$ cat src/rtl/branch_cond_unit.sv
// Branch condition unit: owns the architectural ALU flags, tracks outstanding flag writers,
// holds a conditional branch until its flags are current and returns a registered resolution.
module branch_cond_unit #(
    parameter int PEND_W = 3,
    parameter int TAG_W  = 4
) (
    input  logic              clk,
    input  logic              rst,
    input  logic              flush,
    input  logic              fw_alloc,
    output logic              fw_alloc_rdy,
    input  logic              fw_valid,
    input  logic [3:0]        fw_flags,
    input  logic              br_valid,
    output logic              br_ready,
    input  logic [2:0]        br_cond,
    input  logic              br_pred_taken,
    input  logic [31:0]       br_target,
    input  logic [31:0]       br_fallthru,
    input  logic [TAG_W-1:0]  br_tag,
    output logic              res_valid,
    input  logic              res_ready,
    output logic              res_taken,
    output logic              res_mispredict,
    output logic [31:0]       res_pc,
    output logic [TAG_W-1:0]  res_tag,
    output logic [1:0]        dbg_state,
    output logic [PEND_W-1:0] dbg_pend
);

    // Handshakes: a transfer happens on a cycle where valid && ready are both high at the
    // rising edge; valid may not depend on ready, and the offered payload is sampled only then.

    typedef struct packed {
        logic v;
        logic c;
        logic s;
        logic z;
    } flags_t;

    typedef struct packed {
        logic [2:0]       cond;
        logic             pred;
        logic [31:0]      target;
        logic [31:0]      fallthru;
        logic [TAG_W-1:0] tag;
    } branch_t;

    typedef struct packed {
        logic             taken;
        logic             mispredict;
        logic [31:0]      pc;
        logic [TAG_W-1:0] tag;
    } result_t;

    // dbg_state encoding: 0 idle, 1 waiting for flags, 2 result presented
    typedef enum logic [1:0] {
        IDLE = 2'd0,
        WAIT = 2'd1,
        RESP = 2'd2
    } state_t;

    localparam logic [PEND_W-1:0] PEND_MAX  = '1;
    localparam logic [PEND_W-1:0] PEND_ONE  = PEND_W'(1);
    localparam logic [PEND_W-1:0] PEND_ZERO = '0;

    state_t            state_q, state_d;
    flags_t            flags_q, flags_d;
    logic [PEND_W-1:0] pend_q, pend_d;
    branch_t           hold_q, hold_d;
    result_t           res_q, res_d;

    branch_t in_br;
    flags_t  eval_flags;
    logic    bypass;
    logic    avail;
    logic    accept;
    logic    in_no_wait;
    logic    hold_no_wait;

    function automatic logic cond_true(input logic [2:0] cond, input flags_t f);
        logic t;
        t = 1'b0;
        case (cond)
            3'd0:    t = f.z;
            3'd1:    t = !f.z;
            3'd2:    t = f.s ^ f.v;
            3'd3:    t = !(f.s ^ f.v);
            3'd4:    t = f.c;
            3'd5:    t = !f.c;
            3'd6:    t = 1'b1;
            default: t = 1'b0;
        endcase
        return t;
    endfunction

    function automatic result_t resolve(input branch_t b, input flags_t f);
        result_t r;
        r.taken      = cond_true(b.cond, f);
        r.mispredict = r.taken != b.pred;
        r.pc         = r.taken ? b.target : b.fallthru;
        r.tag        = b.tag;
        return r;
    endfunction

    always_comb begin
        in_br.cond     = br_cond;
        in_br.pred     = br_pred_taken;
        in_br.target   = br_target;
        in_br.fallthru = br_fallthru;
        in_br.tag      = br_tag;

        // The last outstanding writer retiring this cycle makes its flags usable right away.
        bypass       = (pend_q == PEND_ONE) && fw_valid && !fw_alloc;
        avail        = (pend_q == PEND_ZERO) || bypass;
        eval_flags   = bypass ? flags_t'(fw_flags) : flags_q;
        in_no_wait   = avail || (br_cond[2:1] == 2'b11);
        hold_no_wait = avail || (hold_q.cond[2:1] == 2'b11);

        fw_alloc_rdy = pend_q != PEND_MAX;
        br_ready     = !rst && !flush &&
                       ((state_q == IDLE) || ((state_q == RESP) && res_ready));
        accept       = br_valid && br_ready;

        pend_d = pend_q;
        if (flush) begin
            pend_d = PEND_ZERO;
        end else if (fw_alloc && !fw_valid && (pend_q != PEND_MAX)) begin
            pend_d = pend_q + PEND_ONE;
        end else if (fw_valid && !fw_alloc && (pend_q != PEND_ZERO)) begin
            pend_d = pend_q - PEND_ONE;
        end

        flags_d = fw_valid ? flags_t'(fw_flags) : flags_q;
        hold_d  = accept ? in_br : hold_q;
        res_d   = res_q;
        state_d = state_q;

        case (state_q)
            IDLE: begin
                if (accept) begin
                    if (in_no_wait) begin
                        res_d   = resolve(in_br, eval_flags);
                        state_d = RESP;
                    end else begin
                        state_d = WAIT;
                    end
                end
            end
            WAIT: begin
                if (hold_no_wait) begin
                    res_d   = resolve(hold_q, eval_flags);
                    state_d = RESP;
                end
            end
            RESP: begin
                if (res_ready) begin
                    state_d = IDLE;
                    if (accept) begin
                        if (in_no_wait) begin
                            res_d   = resolve(in_br, eval_flags);
                            state_d = RESP;
                        end else begin
                            state_d = WAIT;
                        end
                    end
                end
            end
            default: state_d = IDLE;
        endcase

        if (flush) begin
            state_d = IDLE;
        end
    end

    always_ff @(posedge clk) begin
        if (rst) begin
            state_q <= IDLE;
            flags_q <= '0;
            pend_q  <= '0;
            hold_q  <= '0;
            res_q   <= '0;
        end else begin
            state_q <= state_d;
            flags_q <= flags_d;
            pend_q  <= pend_d;
            hold_q  <= hold_d;
            res_q   <= res_d;
        end
    end

    assign res_valid      = state_q == RESP;
    assign res_taken      = res_q.taken;
    assign res_mispredict = res_q.mispredict;
    assign res_pc         = res_q.pc;
    assign res_tag        = res_q.tag;
    assign dbg_state      = state_q;
    assign dbg_pend       = pend_q;

endmodule

$ cat config.mk
export PLATFORM = sky130hd
export DESIGN_NAME = branch_cond_unit
export DESIGN_NICKNAME = d
export VERILOG_FILES = /design/src/rtl/branch_cond_unit.sv
export SDC_FILE = /design/constraint.sdc
export NUM_CORES = 1
export LEC_CHECK = 0
export CAP_MARGIN = 20
export CORE_MARGIN = 1
export CORE_UTILIZATION = 54
export DETAILED_ROUTE_END_ITERATION = 6
export PLACE_DENSITY = 0.85
export RECOVER_POWER = 50
export SETUP_SLACK_MARGIN = 0.4
export SLEW_MARGIN = 5
export SYNTH_ARGS = -nofsm -noshare
export SYNTH_HDL_FRONTEND = slang
export SYNTH_SLANG_ARGS = --single-unit
$ cat constraint.sdc
create_clock -name clk -period 9.3 [get_ports clk]
set_clock_uncertainty 0.1 [all_clocks]
set_input_delay 2.79 -clock clk [delete_from_list [all_inputs] [get_ports clk]]
set_output_delay 2.79 -clock clk [all_outputs]
set_load 0.01 [all_outputs]
## Word level (Yosys, flattened, before mapping)

Cells that the tools add are included.

- Output and inout bits: 46
- Register bits: 119
- Word-level logic and storage cells: 104
- Input bits: 83

- Mux-type cells: 28
- Eq/ne operators: 27
- Add/subtract/negate cells: 2
- Reductions and logical operators: 31
- Bitwise gates (word level): 1

Operator list:

| operator | number |
|---|---|
| $mux 38 | 6 |
| $pmux 38 s3 | 1 |
| $mux 32 | 3 |
| $eq 3x3->1 const B | 6 |
| $pmux 1 s7 | 2 |
| $eq 3x2->1 const B | 4 |
| $logic_and 1x1->1 | 10 |
| $mux 2 | 5 |
| $eq 3x1->1 const B | 3 |
| $logic_not 3->1 | 3 |
| $logic_not 1->1 | 7 |
| $mux 1 | 7 |
| $reduce_and 7->1 | 1 |
| $eq 2x2->1 const B | 3 |
| $mux 3 | 2 |
| $ne 2x1->1 const B | 3 |
| $ne 2x2->1 const B | 3 |
| $pmux 2 s3 | 1 |
| $reduce_bool 3->1 | 2 |
| $logic_or 1x1->1 | 4 |
| $mux 4 | 1 |
| $add 3x1->3 const B | 1 |
| $ne 1x1->1 | 3 |
| $ne 3x3->1 const B | 1 |
| other kinds (7) | 7 |

## Longest topological paths before layout

- Depth in word-level cells: 16
- Gate-level depth with buffers: 10
- Gate-level depth less buffers: 8

## Least setup slack after synthesis

OpenSTA, ideal clock, no wires.

- Path type: input to output
- Start point: input rst
- End point: output br_ready
- Stages: 3
- Buffers on the path: 1
- Data required time: 6410 ps
- Arrival time: 3648 ps
- Setup slack: 2762 ps
- Cells stage by stage: clkbuf_1 -> or2_1 -> a211oi_1

- Cells in the longest elaborated chain, start to end: 3

Ends and longest elaborated chain:

| item | line | RTL |
|---|---|---|
| start, declared | 8 | `input logic rst,` |
| $logic_not 1->1 | 121 | `br_ready = !rst && !flush &&` |
| $logic_and 1x1->1 (2 in series) | 121 |  |
| end, declared | 15 | `output logic br_ready,` |

No other way between the ends.

## Worst setup path after layout

- Start point: input flush
- End point: output br_ready

- Cells in the longest elaborated chain, start to end: 3

Ends and longest elaborated chain:

| item | line | RTL |
|---|---|---|
| start, declared | 9 | `input logic flush,` |
| $logic_not 1->1 | 121 |  |
| $logic_and 1x1->1 (2 in series) | 121 |  |

No other way between the ends.

==> impl_summary.md <==
Outcome
The flow ran to the end, but the final reports show violations. The checks that failed: max-capacitance violations, max-slew violations.

Critical path
At the worst endpoint, the required time is 6.41 ns. The startpoint identified for the worst register-to-register timing path is dbg_pend[1]. The peak fanout along the critical path is 5. The worst flop-to-flop path endpoint is res_pc[28].

The launching element type of the critical path is an input pin. The classification of the worst setup path is input pin to primary output. The arrival time of the worst setup path is about 4.7 ns.

The worst setup path is captured at a primary output. The minimum setup slack among reg-to-reg paths is around 4.7 ns. For the worst flop-to-flop path, the logic depth is 9.

Logic synthesis
The mean post-synth cell area is around 8.5 um^2. The top cell type by area accounts for a little over two fifths of the synthesized area. The total of warnings raised by yosys is 0.

The proportion of register bits with asynchronous set or reset after synthesis is 0%. By area the synthesized netlist is led by sky130_fd_sc_hd__dfxtp_1, sky130_fd_sc_hd__nand2_1, sky130_fd_sc_hd__mux2i_1, sky130_fd_sc_hd__a21oi_1, sky130_fd_sc_hd__a32o_1. The sequential share of the synthesized area is between 40% and 50%. The synthesized design contains between 100 and 150 register bits. Among all cell types in the netlist, the one instantiated most often is sky130_fd_sc_hd__nand2_1. The synthesized netlist net count is about 750. The synthesized cell area is approximately 5600 um^2.

Among all flip-flop cells after synthesis, the most frequent one is sky130_fd_sc_hd__dfxtp_1. The synthesized netlist cell count is about 660. The distinct cell type count of the synthesized netlist is 43.

The cell accounting for the most synthesized area is sky130_fd_sc_hd__dfxtp_1. Counting instances in the post-synthesis netlist gives the leading cell types as sky130_fd_sc_hd__nand2_1, sky130_fd_sc_hd__dfxtp_1, sky130_fd_sc_hd__a21oi_1, sky130_fd_sc_hd__mux2i_1, sky130_fd_sc_hd__clkbuf_1. The number of enable flip-flop cells after synthesis is 0.

Timing
The fmax is approximately 0.13 GHz. After layout, the minimum clock period comes to around 7.6 ns. The final number of hold-violating endpoints came to 0. For the pin with the worst max-slew slack, the measured transition is 3.31 ns. Setup violations remaining at the end of the flow were counted as 0. Setup repair after global routing left no endpoint under its margin. The final max-slew violation count is between 80 and 90. Measured against its own limit, the worst slew margin works out to -121%. The worst path uses roughly 82% of the clock period. Summed over all failing endpoints, the final setup total negative slack is 0 ns.

Clocking
TritonCTS built the clock tree. The longest clock path from root to sink contains 2 buffers. The number of buffers created by CTS is 17. The cell sitting at the root of the clock tree is a sky130_fd_sc_hd__clkbuf_8. The total clock sinks is between 100 and 150. The number of instances resized during post-cts repair is 0. The clock-pin slew on the worst setup and hold paths is approximately 0.060 ns. The hold buffer count at cts is 0. At the later pin of the worst-skew pair, clock insertion delay measures around 0.51 ns. The clock tree synthesis step divided the H-tree into 4 levels. The post-CTS setup buffer count is 0.

Power
The cell area power density is about 180 nW/um^2. The design draws approximately 1300 uW. Summed over all cells, the static leakage comes to about 0.0030 uW. IR analysis of the VDD net gives a maximum drop of 0.000141 V.

Floorplan
In this run the vertical extent of the chip is just over 100 um. The core region is around 9900 um^2. The area of the die is between 10000 and 15000 um^2. In this run the count of I/O pins placed on the die edge is approximately 130.

The cell row count is 36. In this run the horizontal extent of the chip is approximately 100 um. The initial core utilization is a little under three fifths.

Hold path
The number of cells on the worst hold path is 2. The startpoint of the worst hold path is hold_q[12]. The worst hold path terminates at hold_q[12]. The type of the tightest min-delay check is flop to flop.

Detailed routing
The number of violations reported at the end of detailed-routing iteration 0 is approximately 280. The number of vias per cell after detailed routing is between 5 and 6. The via count of the routed design is 5276. Once detail routing completed, the nets flagged for antenna violations numbered 0. The average routed wire per standard cell is between 15 and 20 um. The DRC violation count after routing is 0. After detailed routing, the total wire length is 15200 um.

The pre-antenna-repair detailed-routing pass consisted of 6 iterations.

Global routing
The residual overflow from global routing is 0. The number of global-route vias before repair is roughly 5.2k. Entering global routing, the biggest net connects 88 pins. The combined global-route utilization of all metal layers is between 20% and 30%.

The global-route wire length before repair is between 20000 and 25000 um. The number of antenna violations at the first check in global routing is 0.

Finish
The filler cells instantiated in the layout total 692. In the final layout, flip-flops and latches occupy 2380 um^2. The antenna diode count is 0.

The utilization after layout is about three quarters. Summing all multi-input logic gate instances after layout gives 2940 um^2. The layout overhead on the synthesized area is 33.5%.

The final net count is 850. Of the cells placed in the final design, the portion with a size suffix greater than 1 is approximately 7.1%.

Place
The placed wire-length estimate is slightly above 9000 um. In this run the tool buffered the top-level ports with 128 buffer cells. The final estimated routing congestion in global placement is 0.853.

Run
Max-cap violations in this run came to 2.
stage by stage:
| stage | cells | instance area, um^2 | setup slack, ns | hold WS, ns |
|---|---|---|---|---|
| after floorplan | 657 | 5570 | 2.76 | 0.336 |
| after CTS | 907 | 7440 | 1.88 | 0.354 |
| final | 908 | 7440 | 1.69 | 0.353 |
| after global placement | 875 | 6870 | 1.95 | 0.341 |
| after global routing | 908 | 7440 | 1.61 | 0.370 |
| after detailed placement | 875 | 6870 | 1.89 | 0.347 |
routing by layer:
layer | part of all wire [%] | vias up | routed length, um | GRT usage, %
met5 | 0 | - | 0 | 0
met4 | 1.3 | 0 | 196 | 10.6
met3 | 5.4 | 18 | 820 | 6.67
met2 | 51 | 210 | 7690 | 48.7
met1 | 43 | 2558 | 6460 | 35.5
li1 | - | 2490 | - | -
layout by cell type (no fill, tap or decap), types with 8 or more instances in the layout:
| cell | instances |
|---|---|
| sky130_fd_sc_hd__a211o_1 | 31 |
| sky130_fd_sc_hd__a211oi_1 | 8 |
| sky130_fd_sc_hd__a21oi_1 | 78 |
| sky130_fd_sc_hd__a32o_1 | 31 |
| sky130_fd_sc_hd__buf_4 | 8 |
| sky130_fd_sc_hd__clkbuf_16 | 16 |
| sky130_fd_sc_hd__clkdlybuf4s50_1 | 80 |
| sky130_fd_sc_hd__clkinv_4 | 8 |
| sky130_fd_sc_hd__dfxtp_1 | 119 |
| sky130_fd_sc_hd__dlygate4sd3_1 | 47 |
| sky130_fd_sc_hd__mux2i_1 | 48 |
| sky130_fd_sc_hd__nand2_1 | 208 |
| sky130_fd_sc_hd__nor2_1 | 22 |
sequential cells by signal (all words and copies together), names as in the netlist:
name / flops
hold_q: 72
res_pc: 32
flags_q: 4
res_tag: 4
dbg_pend: 3
dbg_state: 2
res_mispredict: 1
res_taken: 1
worst max-delay path, cell delays in order:
cell and delay, ns:
sky130_fd_sc_hd__dlygate4sd3_1 0.55, sky130_fd_sc_hd__or2_0 0.32, sky130_fd_sc_hd__a211oi_1 0.44, sky130_fd_sc_hd__clkdlybuf4s50_1 0.62
power breakdown:
part	switching, uW	total [uW]	internal (uW)	leakage (uW)
logic	86.5	172	85.9	0.00173
registers	12.3	543	531	0.000967
clock network	242	625	383	0.000275
cells by family (layout without fill, tap and decap cells):
group / after synthesis / in the layout / synth area share [%]
compound gates: 157 / 157 / 20.0
xor+xnor: 10 / 10 / 2.04
buf+inv: 56 / 174 / 4.74
simple gates: 257 / 257 / 18.9
fa+ha+maj: 5 / 5 / 1.12
flops: 119 / 119 / 42.7
mux: 53 / 53 / 10.4
worst max path at each step:
stage / slack [ns] / to / from
6_report: 1.69 / br_ready / flush
5_1_grt: 1.61 / br_ready / flush
4_1_cts: 1.88 / br_ready / flush
3_5_place_dp: 1.89 / br_ready / flush
3_3_place_gp: 1.95 / br_ready / flush
2_1_floorplan: 2.76 / br_ready / rst
final cells by class:
class | count | area share (%)
Multi-Input combinational cell | 482 | 39.6
Sequential cell | 119 | 32.0
Timing Repair Buffer | 138 | 18.3
Clock buffer | 18 | 5.62
Tap cell | 133 | 2.24
Clock inverter | 14 | 2.09
Inverter | 4 | 0.202
No activity file was read; power rests on OpenSTA's default activity.
==> RTL change: new RTL, same settings <==
Put a register stage on the output `res_mispredict`, cleared by the reset. The value now appears one clock later. The other outputs are not delayed to match.
--- a/src/rtl/branch_cond_unit.sv
+++ b/src/rtl/branch_cond_unit.sv
@@ -192,7 +192,13 @@
 
     assign res_valid      = state_q == RESP;
     assign res_taken      = res_q.taken;
-    assign res_mispredict = res_q.mispredict;
+    always_ff @(posedge clk) begin
+        if (rst) begin
+            res_mispredict <= '0;
+        end else begin
+            res_mispredict <= res_q.mispredict;
+        end
+    end
     assign res_pc         = res_q.pc;
     assign res_tag        = res_q.tag;
     assign dbg_state      = state_q;
Check against the original RTL: not equivalent (a bounded check fails within 4 cycles, from zero or initial values and one cycle with rst high).
==> RTL change against the original RTL <==
  * The run still ends with max-capacitance violations, max-slew violations left
  * Synthesized area rose by 61%
  * Combinational power increased by 86%
  * Sequential cell count up 1
  * Non-clock buffer count rose by 16
  * Clock power grew 17%
  * Sequential power up 4.1%
  * Power increased by 20%
  * Final area increased by 42%
  * Wire length up 91%
  * Global-route usage is 5.6 points higher
  * Fmax is 4.8% lower
  * Setup slack got worse by 0.38 ns
  * Die area increased by 60%
  * Largest power group unchanged
==> RTL change: results (changes against the original RTL) <==
Ratio of cells with drive above 1 in the final layout: 6.26% (-0.83 points)
Maximum fanout encountered on the critical timing path: 88 (+83)
Mean routed wirelength per cell: 19.6 µm (+18%)
Post-placement worst setup slack: 1.94 ns (+0.0526 ns)
Most numerous cell types in the synthesized netlist: nand2_1 (241), dfxtp_1 (120), clkbuf_1 (96)
Final HPWL DP: 16,800 µm (+85%)
Placed Cells incl. Taps: 1,444 (+65%)
Via count of the first global-routing pass: 9,178 (+75%)
Final number of max-transition violations: 163 (+100%)
Proportion of synthesized chip area in sequential cells: 26.8% (-16 points)
Count of cell types in the netlist: 57 (+33%)
Maximum number of pins on one net before global-route repair: 89 (+1.1%)
Global placer's final weighted congestion: 0.815 (-4.5%)
Peak VDD IR: 0.160 mV (+13%)
Max-cap viol count: 2 (unchanged)
Vias per inst: 6.95 (+20%)
Average cell area after synthesis: 7.19 µm² (-15%)
Root buffer cell: clkbuf_16
Worst path arrival time: 8.18 ns (+3.46 ns)
Wire length of the first global-routing pass: 46,400 µm (+86%)
Violated checks: max-capacitance violations, max-slew violations
Outcome: finished, violations left
Mapped Nets: 1,336 (+79%)
Non-filler cells, final: 1,477 (+63%)
Cell types with the largest area share after synthesis: dfxtp_1 (27%), nand2_1 (10%), a221oi_1 (6.1%)
Slew at the pin closest to its max-slew limit: 4.16 ns (+0.845 ns)
GRT Total Usage: 34.3% (+5.6 points)
Cell area after placement: 0.00993 mm² (+45%)
Violation count after the first detailed-routing iteration: 1,517 (+450%)
Initial DRT Pass Iterations: 7 (+1)
Worst-Skew Late Latency: 0.44 ns (-0.07 ns)
RTL change: metrics by stage:
stage | total power [µW] | hold slack (ns)
2_1_floorplan | 776 | 0.336
3_3_place_gp | 879 | 0.341
3_5_place_dp | 889 | 0.348
4_1_cts | 1610 | 0.357
5_1_grt | 1670 | 0.382
6_report | 1610 | 0.353
RTL change: worst max-delay path, stage by stage:
cell and delay [ns]:
buf_2 0.08, clkbuf_1 2.92, nor3b_1 0.18, nor3b_1 0.32, buf_4 0.38, o21ai_4 0.13
buf_4 0.42, nor2_2 0.31, buf_4 0.30, a22oi_1 0.21, nand4_1 0.12
RTL change: kinds of logic (layout without fill, tap and decap cells):
group           count (synthesis)  count (layout)  synth area share (%)
simple gates                  462             462                  23.7
compound gates                419             419                  34.4
buf+inv                       216             229                  11.1
flops                         120             120                  26.8
mux                            18              18                  2.58
xor+xnor                        8               8                 0.781
fa+ha+maj                       5               5                 0.697
RTL change: cell type report:
| type | count | area [µm²] |
|---|---|---|
| Timing Repair Buffer | 154 | 1470 |
| Inverter | 43 | 161 |
| Tap cell | 216 | 270 |
| Multi-Input combinational cell | 912 | 5630 |
| Sequential cell | 120 | 2400 |
| Fill cell | 1337 | 5480 |
| Clock buffer | 17 | 425 |
| Clock inverter | 15 | 211 |
RTL change: final timing paths:
kind / from / to / cells past startpoint
setup / recovery: rst / res_pc[19] / 11
hold / removal: hold_q[2] / hold_q[2] / 2
setup reg to reg: dbg_pend[1] / res_pc[28] / 9
hold reg to reg: hold_q[2] / hold_q[2] / 2
RTL change: routing by layer:
| layer | vias up | GRT usage [%] | routed length, µm |
|---|---|---|---|
| met4 | 0 | 17.1 | 1040 |
| li1 | 4651 | - | - |
| met5 | - | 0 | 0 |
| met2 | 701 | 53.8 | 13300 |
| met1 | 4788 | 43.9 | 11500 |
| met3 | 122 | 8.39 | 3130 |
RTL change: report_power, final:
| group | switching [µW] | internal (µW) | leakage, µW |
|---|---|---|---|
| clock network | 275 | 454 | 0.000310 |
| registers | 23.9 | 541 | 0.000978 |
| logic | 195 | 124 | 0.00231 |
